<file path="src/rtl/pd_readout.sv">
// Readout end of the peak detector: pops valid peaks into a local FIFO and frames each one as an A5-led byte stream.
// Optional build macro PD_TIMESTAMP_EN appends a free-running capture timestamp to every frame.
module pd_readout #(
    parameter int WD    = 24,
    parameter int DEPTH = 8,
    parameter int TS_W  = 16
) (
    input  logic                     clk,
    input  logic                     rst,
    input  logic signed [WD-1:0]     peak_in,
    input  logic                     valid_in,
    output logic                     read_shift,
    output logic [7:0]               out_data,
    output logic                     out_valid,
    input  logic                     out_ready,
    output logic [$clog2(DEPTH):0]   level,
    output logic [15:0]              stall_cnt
);

`ifdef PD_TIMESTAMP_EN
    localparam bit TS_EN = 1'b1;
`else
    localparam bit TS_EN = 1'b0;
`endif

    localparam int AW  = $clog2(DEPTH);
    localparam int FW  = WD + (TS_EN ? TS_W : 0);
    localparam int NB  = FW / 8;
    localparam int BCW = $clog2(NB + 1);
    localparam logic [AW:0] FULL_LVL = (AW + 1)'(DEPTH);
    localparam logic [AW:0] LVL_ONE  = (AW + 1)'(1);

    typedef enum logic [1:0] {IDLE, SYNC, DATA} state_t;

    logic [FW-1:0]  mem [DEPTH];
    logic [AW-1:0]  wr_ptr;
    logic [AW-1:0]  rd_ptr;
    logic           push;
    logic           pop;
    logic [FW-1:0]  push_word;

    state_t         state;
    state_t         state_nxt;
    logic [FW-1:0]  shreg;
    logic [FW-1:0]  shreg_nxt;
    logic [BCW-1:0] bleft;
    logic [BCW-1:0] bleft_nxt;
    logic [7:0]     out_data_nxt;
    logic           out_valid_nxt;
    logic           hs;

    // Full flag only: a same-cycle pop never frees a slot for the push.
    assign read_shift = !rst && (level != FULL_LVL);
    assign push       = read_shift && valid_in;
    assign hs         = out_valid && out_ready;

`ifdef PD_TIMESTAMP_EN
    logic [TS_W-1:0] ts;

    always_ff @(posedge clk) begin
        if (rst) ts <= '0;
        else     ts <= ts + TS_W'(1);
    end

    assign push_word = {peak_in, ts};
`else
    assign push_word = peak_in;
`endif

    always_ff @(posedge clk) begin
        if (push) mem[wr_ptr] <= push_word;
    end

    always_ff @(posedge clk) begin
        if (rst) begin
            wr_ptr <= '0;
            rd_ptr <= '0;
            level  <= '0;
        end else begin
            if (push) wr_ptr <= wr_ptr + AW'(1);
            if (pop)  rd_ptr <= rd_ptr + AW'(1);
            case ({push, pop})
                2'b10:   level <= level + LVL_ONE;
                2'b01:   level <= level - LVL_ONE;
                default: level <= level;
            endcase
        end
    end

    always_ff @(posedge clk) begin
        if (rst)                                           stall_cnt <= '0;
        else if (valid_in && !read_shift && stall_cnt != 16'hFFFF) stall_cnt <= stall_cnt + 16'd1;
    end

    always_comb begin
        state_nxt     = state;
        shreg_nxt     = shreg;
        bleft_nxt     = bleft;
        out_data_nxt  = out_data;
        out_valid_nxt = out_valid;
        pop           = 1'b0;
        case (state)
            IDLE: begin
                if (level != '0) begin
                    pop           = 1'b1;
                    shreg_nxt     = mem[rd_ptr];
                    out_data_nxt  = 8'hA5;
                    out_valid_nxt = 1'b1;
                    state_nxt     = SYNC;
                end
            end
            SYNC: begin
                if (hs) begin
                    out_data_nxt = shreg[FW-1 -: 8];
                    shreg_nxt    = shreg << 8;
                    bleft_nxt    = BCW'(NB - 1);
                    state_nxt    = DATA;
                end
            end
            DATA: begin
                if (hs) begin
                    if (bleft == '0) begin
                        out_valid_nxt = 1'b0;
                        state_nxt     = IDLE;
                    end else begin
                        out_data_nxt = shreg[FW-1 -: 8];
                        shreg_nxt    = shreg << 8;
                        bleft_nxt    = bleft - BCW'(1);
                    end
                end
            end
            default: state_nxt = IDLE;
        endcase
    end

    always_ff @(posedge clk) begin
        if (rst) begin
            state     <= IDLE;
            out_valid <= 1'b0;
            out_data  <= 8'h00;
            bleft     <= '0;
        end else begin
            state     <= state_nxt;
            out_valid <= out_valid_nxt;
            out_data  <= out_data_nxt;
            bleft     <= bleft_nxt;
        end
    end

    // Frame shift register carries data only; the FSM decides when it is meaningful.
    always_ff @(posedge clk) begin
        shreg <= shreg_nxt;
    end

endmodule

</file>
<file path="config.mk">
export PLATFORM = sky130hd
export DESIGN_NAME = pd_readout
export DESIGN_NICKNAME = d
export VERILOG_FILES = /design/src/rtl/pd_readout.sv
export SDC_FILE = /design/constraint.sdc
export NUM_CORES = 1
export LEC_CHECK = 0
export CORE_UTILIZATION = 55
export CTS_BUF_LIST = sky130_fd_sc_hd__clkbuf_8
export DETAILED_ROUTE_END_ITERATION = 10
export DONT_BUFFER_PORTS = 1
export GPL_TIMING_DRIVEN = 0
export PLACE_DENSITY = 0.78
export SYNTH_ARGS = -nofsm -noshare
export SYNTH_HDL_FRONTEND = slang
export SYNTH_SLANG_ARGS = --single-unit
</file>
<file path="constraint.sdc">
create_clock -name clk -period 3.5 [get_ports clk]
set_input_delay 0.7 -clock clk [delete_from_list [all_inputs] [get_ports clk]]
set_output_delay 0.7 -clock clk [all_outputs]
set_load 0.005 [all_outputs]
</file>
==> flow_summary.ini, run 1 <==
[yosys]
synth_top_cell_by_area = edfxtp_1
synthesis.area_sq_um = 10200
ys_seq_elements = 258
synth_fa_ha_area_frac = 0.01226
yosys-mux-area-fraction = 0.1348
post-synth-top-count-cell = edfxtp_1
syn_avg_cell_area_sq_um = 16.86
synthSimpleGateAreaFrac = 0.06242
ys_top_cells_by_area = edfxtp_1 (64%), mux4_2 (11%), dfxtp_1 (8.2%)
postSynthCellCount = 605
synth_enable_flop_cells = 216
commonest_cells_in_the_synthesized_netlist = edfxtp_1 (216), mux4_2 (48), dfxtp_1 (42)
syn_nets = 643
asyncSetResetFlopFracSynth = 0
yosys.area_share.xor_xnor = 0.005151
synth_warnings = 0
yosysUniqueCellTypes = 43
synth-compound-area-share = 0.05004
synth_top_area_share = 0.6358
combinational_family_with_the_most_area_after_synthesis = multiplexers
top_ff_cell_synth = edfxtp_1
synth_seq_area_share = 0.7182

[floorplan]
floorplan.core_area_sq_um = 18090
placement_rows = 49
die-area_sq_um = 19100
chipWidth_microns = 138.2
start_util = 0.5641
die_height_microns = 138.2
ios = 58

[route]
route.detailed.wl_per_inst_microns = 21.24
finalWirelength_mm = 19.37
drc = 12
detail-route-antenna-nets = 0
routed-via-count = 5524
routed_via_density = 6.057
dr.first_iter.drc_count = 375
pre_antenna_drt_iters = 9

[finish]
instances_no_fill = 912
final_core_util = 0.6301
nets = 691
post_route_cells_drive_above_1_share = 0.1889
layout.filler_cells = 1220
post-route-cell-area_sq_um = 11400
area_growth_syn_to_layout_pct = 11.70
antenna_cells_inserted = 0

[grt]
grt.overflow.total = 0
grt_max_degree = 25
grt_pass1_vias = 5576
global_route_wire_length_before_repair_mm = 30.44
grtUsageTotal = 0.2092
antenna_violations_before_repair = 0

[clocking]
cts_bufs_inserted = 42
clock_latency_ns = 0.55
cts.htree.levels = 2
cts.path.max_buffers = 3
post-cts-setup-buffer-count = 0
cts.sink_count = 258
postCtsHoldBufs = 0
clk_pin_slew_ns = 0.06
clock-root-buffer = clkbuf_8
post_cts_resize_count = 0
clock_tree_from_tritoncts = done

[status]
run_status = complete, but fails checks
violations_in_the_final_reports = DRC

[timing]
report.final.setup_viol = 0
worst_clock_skew_ns = 0.01999
grt_setup_unrepaired = no
worstMarginPinSlew_ns = 0.9770
timing.final.hold_violations = 0
layout_worst_path_cycle_share = 0.8456
slew_viol_final = 0
upper_clock_frequency_limit_ghz = 0.3379
slew_headroom = 0.3487
finalCriticalPeriod_ns = 2.960

[critical_path]
worst_r2r_start = level[1]$_SDFFE_PP0P_
critPathTopFamily = simple AND/OR/NAND/NOR gates
timing.critical_path.slowest_stage_cell = or4_2
reg2reg_setup_slack_ns = 0.54
timing.setup.critical_path_class = flop to flop
rr_worst_depth = 12
cp_data_required_time_ns = 3.95
cp_launch_type = flop
timing.critical_path.slowest_cell_delay_ns = 0.64
worst_ep_arrival_time_ns = 3.41
crit_path_end_kind = flop
crit_chain = buf_6 > or4_2 > clkbuf_1 > nand2_1 > inv_1 > ha_1 > xor2_1 > ha_1 > a21oi_1 > xor2_1 > or3_1 > a21oi_1
timing.rr.end = level[2]$_SDFFE_PP0P_
cp_max_fo = 9
crit_buf_inv = 3

[job]
max_cap_violations = 0

[placed_design]
placement.cell_area_sq_um = 10610
dp_hpwl_mm = 12.10
dpl.cell_count = 838
gp_routability_congestion = 0.8623
place.port_buffers = 0

[worst_hold_path]
min_path_type = input port to flop
timing.hold.worst_endpoint = mem[2][3]$_DFFE_PP_
hold_start = peak_in[3]
holdPathStages = 0

[power]
p_leak_nw = 3.567
power_density_nw_per_um2 = 700.2
peakVddDrop_mv = 0.3552
[worst register-to-register path: cells and delay by family, from the launching register on]
family,cells,cell delay [ns]
flops,1,0.32
buf+inv,3,0.43
compound gates,2,0.34
xor+xnor,2,0.26
simple gates,3,1.11
fa+ha+maj,2,0.42
[report_power, final]
| part | total [W] | internal [W] | switching, W |
|---|---|---|---|
| logic | 0.00169 | 0.000703 | 0.000984 |
| clock network | 0.00241 | 0.00127 | 0.00114 |
| registers | 0.00388 | 0.00374 | 0.000138 |
| total | 0.00798 | 0.00572 | 0.00226 |
[sequential cells by signal (all words and copies together), names as in the netlist, named ones only]
name,count
stall_cnt,16
out_valid,1
shreg,24
wr_ptr,3
level,4
rd_ptr,3
bleft,2
mem,192
out_data,8
state,2
[kinds of logic (layout without fill, tap and decap cells)]
kind of cell             Yosys count  after routing
flip-flops                       258            258
AND/OR/NAND/NOR                  124            124
AO/OA/AOI/OAI                     86             86
multiplexers                      77             77
buffers and inverters             44            122
adder cells (fa/ha/maj)           10             10
XOR/XNOR                           6              6
[layout by cell type, fill, tap and decap left out, types with 6 or more instances in the layout]
| master | instances |
|---|---|
| a21oi_1 | 31 |
| buf_1 | 7 |
| clkbuf_1 | 20 |
| clkbuf_8 | 45 |
| clkinv_1 | 13 |
| clkinv_2 | 6 |
| dfxtp_1 | 42 |
| edfxtp_1 | 216 |
| ha_1 | 10 |
| inv_1 | 20 |
| mux2i_1 | 26 |
| mux4_2 | 48 |
| nand2_1 | 31 |
| nand3_1 | 14 |
| nand4_1 | 9 |
| nor2_1 | 25 |
| nor2_4 | 6 |
| o21ai_0 | 30 |
| o31ai_1 | 9 |
| or4_1 | 9 |
| xor2_1 | 6 |
[final cells by class]
cell class                 count  area, sq um  share of cell area
timing repair buffer           4        61.31            0.005380
clock inverter                29        162.7             0.01427
multi-input combinational    303         2764              0.2425
inverter                      14        52.55            0.004611
clock buffer                  45        619.3             0.05435
buffer                        30        122.6             0.01076
sequential                   258         7327              0.6430
tap                          229        286.5             0.02514
[metrics by stage]
| stage | TNS, ns | setup slack (ns) | hold slack, ns | power, W |
|---|---|---|---|---|
| global placement | -110.48 | -1.633 | 0.4650 | 0.005514 |
| detailed placement | 0 | 0.4670 | 0.4880 | 0.005642 |
| finish | 0 | 0.5404 | 0.2456 | 0.007980 |
| global route | 0 | 0.3943 | 0.2183 | 0.008358 |
| CTS | 0 | 0.5322 | 0.2137 | 0.008051 |
| floorplan | 0 | 0.1560 | 0.4541 | 0.005161 |
[how the worst max path moves through the flow]
stage                          start               endpoint  depth (start not counted)
5_1_grt        level[1]$_SDFFE_PP0P_  level[2]$_SDFFE_PP0P_                         12
3_3_place_gp                     rst    mem[1][3]$_DFFE_PP_                          4
6_report       level[1]$_SDFFE_PP0P_  level[2]$_SDFFE_PP0P_                         12
3_5_place_dp                     rst    mem[0][3]$_DFFE_PP_                          6
2_1_floorplan                    rst    mem[1][0]$_DFFE_PP_                          4
4_1_cts        level[1]$_SDFFE_PP0P_  level[2]$_SDFFE_PP0P_                         12
[per-layer routing]
layer  GRT usage  vias to the layer above  routed length [microns]
li1            -                     2512                        -
met1      0.2732                     2777                     8067
met2      0.3534                      216                     9837
met3     0.04711                       19                     1272
met4     0.06446                        0                      196
met5           0                        -                        0
Note: power is estimated with default switching activity, not from simulation.
==> run 2: changes to the inputs <==
--- a/config.mk
+++ b/config.mk
@@ -10,7 +10,7 @@
 export DETAILED_ROUTE_END_ITERATION = 10
 export DONT_BUFFER_PORTS = 1
 export GPL_TIMING_DRIVEN = 0
-export PLACE_DENSITY = 0.78
+export PLACE_DENSITY = 0.75
 export SYNTH_ARGS = -nofsm -noshare
 export SYNTH_HDL_FRONTEND = slang
 export SYNTH_SLANG_ARGS = --single-unit
==> constraint.sdc (replaced) <==
create_clock -name clk -period 3 [get_ports clk]
set_input_delay 0.6 -clock clk [delete_from_list [all_inputs] [get_ports clk]]
set_output_delay 0.6 -clock clk [all_outputs]
set_load 0.005 [all_outputs]
==> flow_summary.ini, run 2 (synthesis gave the netlist of run 1 again) <==
[status]
run_status = complete, but fails checks
violations_in_the_final_reports = DRC

[critical_path]
crit_chain = buf_6 > or4_2 > nand2_1 > inv_1 > ha_1 > xor2_1 > ha_1 > a21oi_1 > xor2_1 > or3_1 > a21oi_1
cp_launch_type = flop
crit_path_end_kind = flop
timing.setup.critical_path_class = flop to flop
cp_max_fo = 9
cp_data_required_time_ns = 3.47
worst_ep_arrival_time_ns = 3.34
timing.critical_path.slowest_stage_cell = or4_2
timing.critical_path.slowest_cell_delay_ns = 0.77

[clocking]
cts.path.max_buffers = 3
cts.sink_count = 258
cts.htree.levels = 2
postCtsHoldBufs = 0
post_cts_resize_count = 0
clock-root-buffer = clkbuf_8
cts_bufs_inserted = 41
post-cts-setup-buffer-count = 0
clock_latency_ns = 0.54
clock_tree_from_tritoncts = done
clk_pin_slew_ns = 0.07

[timing]
layout_worst_path_cycle_share = 0.9563
timing.final.hold_violations = 0
worst_clock_skew_ns = 0.02525
report.final.setup_viol = 0
timing.hold.ws_ns = 0.1590
slew_headroom = 0.3234
fin_tns_setup_ns = 0
slew_viol_final = 0
grt_setup_unrepaired = no
finalCriticalPeriod_ns = 2.869
upper_clock_frequency_limit_ghz = 0.3486
worstMarginPinSlew_ns = 1.015

[floorplan]
chipWidth_microns = 138.2
start_util = 0.5641
placement_rows = 49
die-area_sq_um = 19100
die_height_microns = 138.2
ios = 58
floorplan.core_area_sq_um = 18090

[grt]
grtUsageTotal = 0.2090
grt_max_degree = 25
grt_pass1_vias = 5588
global_route_wire_length_before_repair_mm = 30.24
antenna_violations_before_repair = 0
grt.overflow.total = 0

[route]
drc = 18
routed_via_density = 6.039
dr.first_iter.drc_count = 527
routed-via-count = 5489
route.detailed.wl_per_inst_microns = 21.44
finalWirelength_mm = 19.49
detail-route-antenna-nets = 0
pre_antenna_drt_iters = 9

[finish]
top_register = mem
biggestRegsByFlops = mem (192), shreg (24), stall_cnt (16)
antenna_cells_inserted = 0
nets = 688
post_route_cells_drive_above_1_share = 0.1882
post-route-cell-area_sq_um = 11370
area_growth_syn_to_layout_pct = 11.42
most-common-layout-cells = edfxtp_1 (216), mux4_2 (48), clkbuf_8 (43)
largest_register_ff_count = 192
layout_commonest_cell = edfxtp_1
instances_no_fill = 909

[placed_design]
gp_routability_congestion = 0.8286
dpl.cell_count = 837
dp_hpwl_mm = 11.98
place.port_buffers = 0
placement.cell_area_sq_um = 10640

[job]
max_cap_violations = 0

[power]
peakVddDrop_mv = 0.4492
p_leak_nw = 3.551
power_density_nw_per_um2 = 812.0

[worst_hold_path]
min_path_type = input port to flop
-- run 2: worst paths after layout --
path / endpoint / start / cells after the start / slack (ns)
min: mem[7][17]$_DFFE_PP_ / peak_in[17] / 0 / 0.16
max reg2reg: level[2]$_SDFFE_PP0P_ / level[1]$_SDFFE_PP0P_ / 11 / 0.13
max: level[2]$_SDFFE_PP0P_ / level[1]$_SDFFE_PP0P_ / 11 / 0.13
min reg2reg: out_data[6]$_SDFFE_PP0P_ / out_data[6]$_SDFFE_PP0P_ / 2 / 0.50
-- run 2: worst max-delay path, delay by kind of cell, from the launching register on --
family | cells | cell delay [ns]
flip-flops | 1 | 0.33
AO/OA/AOI/OAI | 2 | 0.28
AND/OR/NAND/NOR | 3 | 1.26
buffers and inverters | 2 | 0.23
XOR/XNOR | 2 | 0.26
adder cells (fa/ha/maj) | 2 | 0.44
-- run 2: layout make-up --
| class | instances | area [sq um] |
|---|---|---|
| Fill cell | 1254 | 6719 |
| Inverter | 14 | 52.55 |
| Multi-Input combinational cell | 303 | 2770 |
| Timing Repair Buffer | 3 | 82.58 |
| Clock buffer | 43 | 591.8 |
| Clock inverter | 30 | 137.6 |
| Sequential cell | 258 | 7327 |
| Buffer | 29 | 118.9 |
| Tap cell | 229 | 286.5 |
-- run 2: stage by stage --
stage | util | total power [W] | setup WS, ns
2_1_floorplan | - | 0.006022 | 0.1551
3_3_place_gp | 0.5805 | 0.006451 | -1.000
3_5_place_dp | 0.5884 | 0.006646 | 0.07607
4_1_cts | 0.6287 | 0.009294 | 0.06263
5_1_grt | 0.6285 | 0.009655 | 0.02662
6_report | 0.6285 | 0.009230 | 0.1311
-- run 2: power by group --
part / leakage, nW / switching [W] / internal (W) / total [W]
Clock: 0.416 / 0.00132 / 0.00134 / 0.00266
Sequential: 2.31 / 0.000158 / 0.00437 / 0.00453
Combinational: 0.827 / 0.00118 / 0.000856 / 0.00204
Total: 3.55 / 0.00267 / 0.00656 / 0.00923
-- run 2: metal layers --
metal	wire [microns]	part of all wire	up-vias	GRT usage
met4	448	0.023	0	0.07274
met3	1146	0.059	43	0.04572
li1	-	-	2495	-
met1	8022	0.41	2764	0.2658
met2	9869	0.51	187	0.3579
met5	0	0	-	0
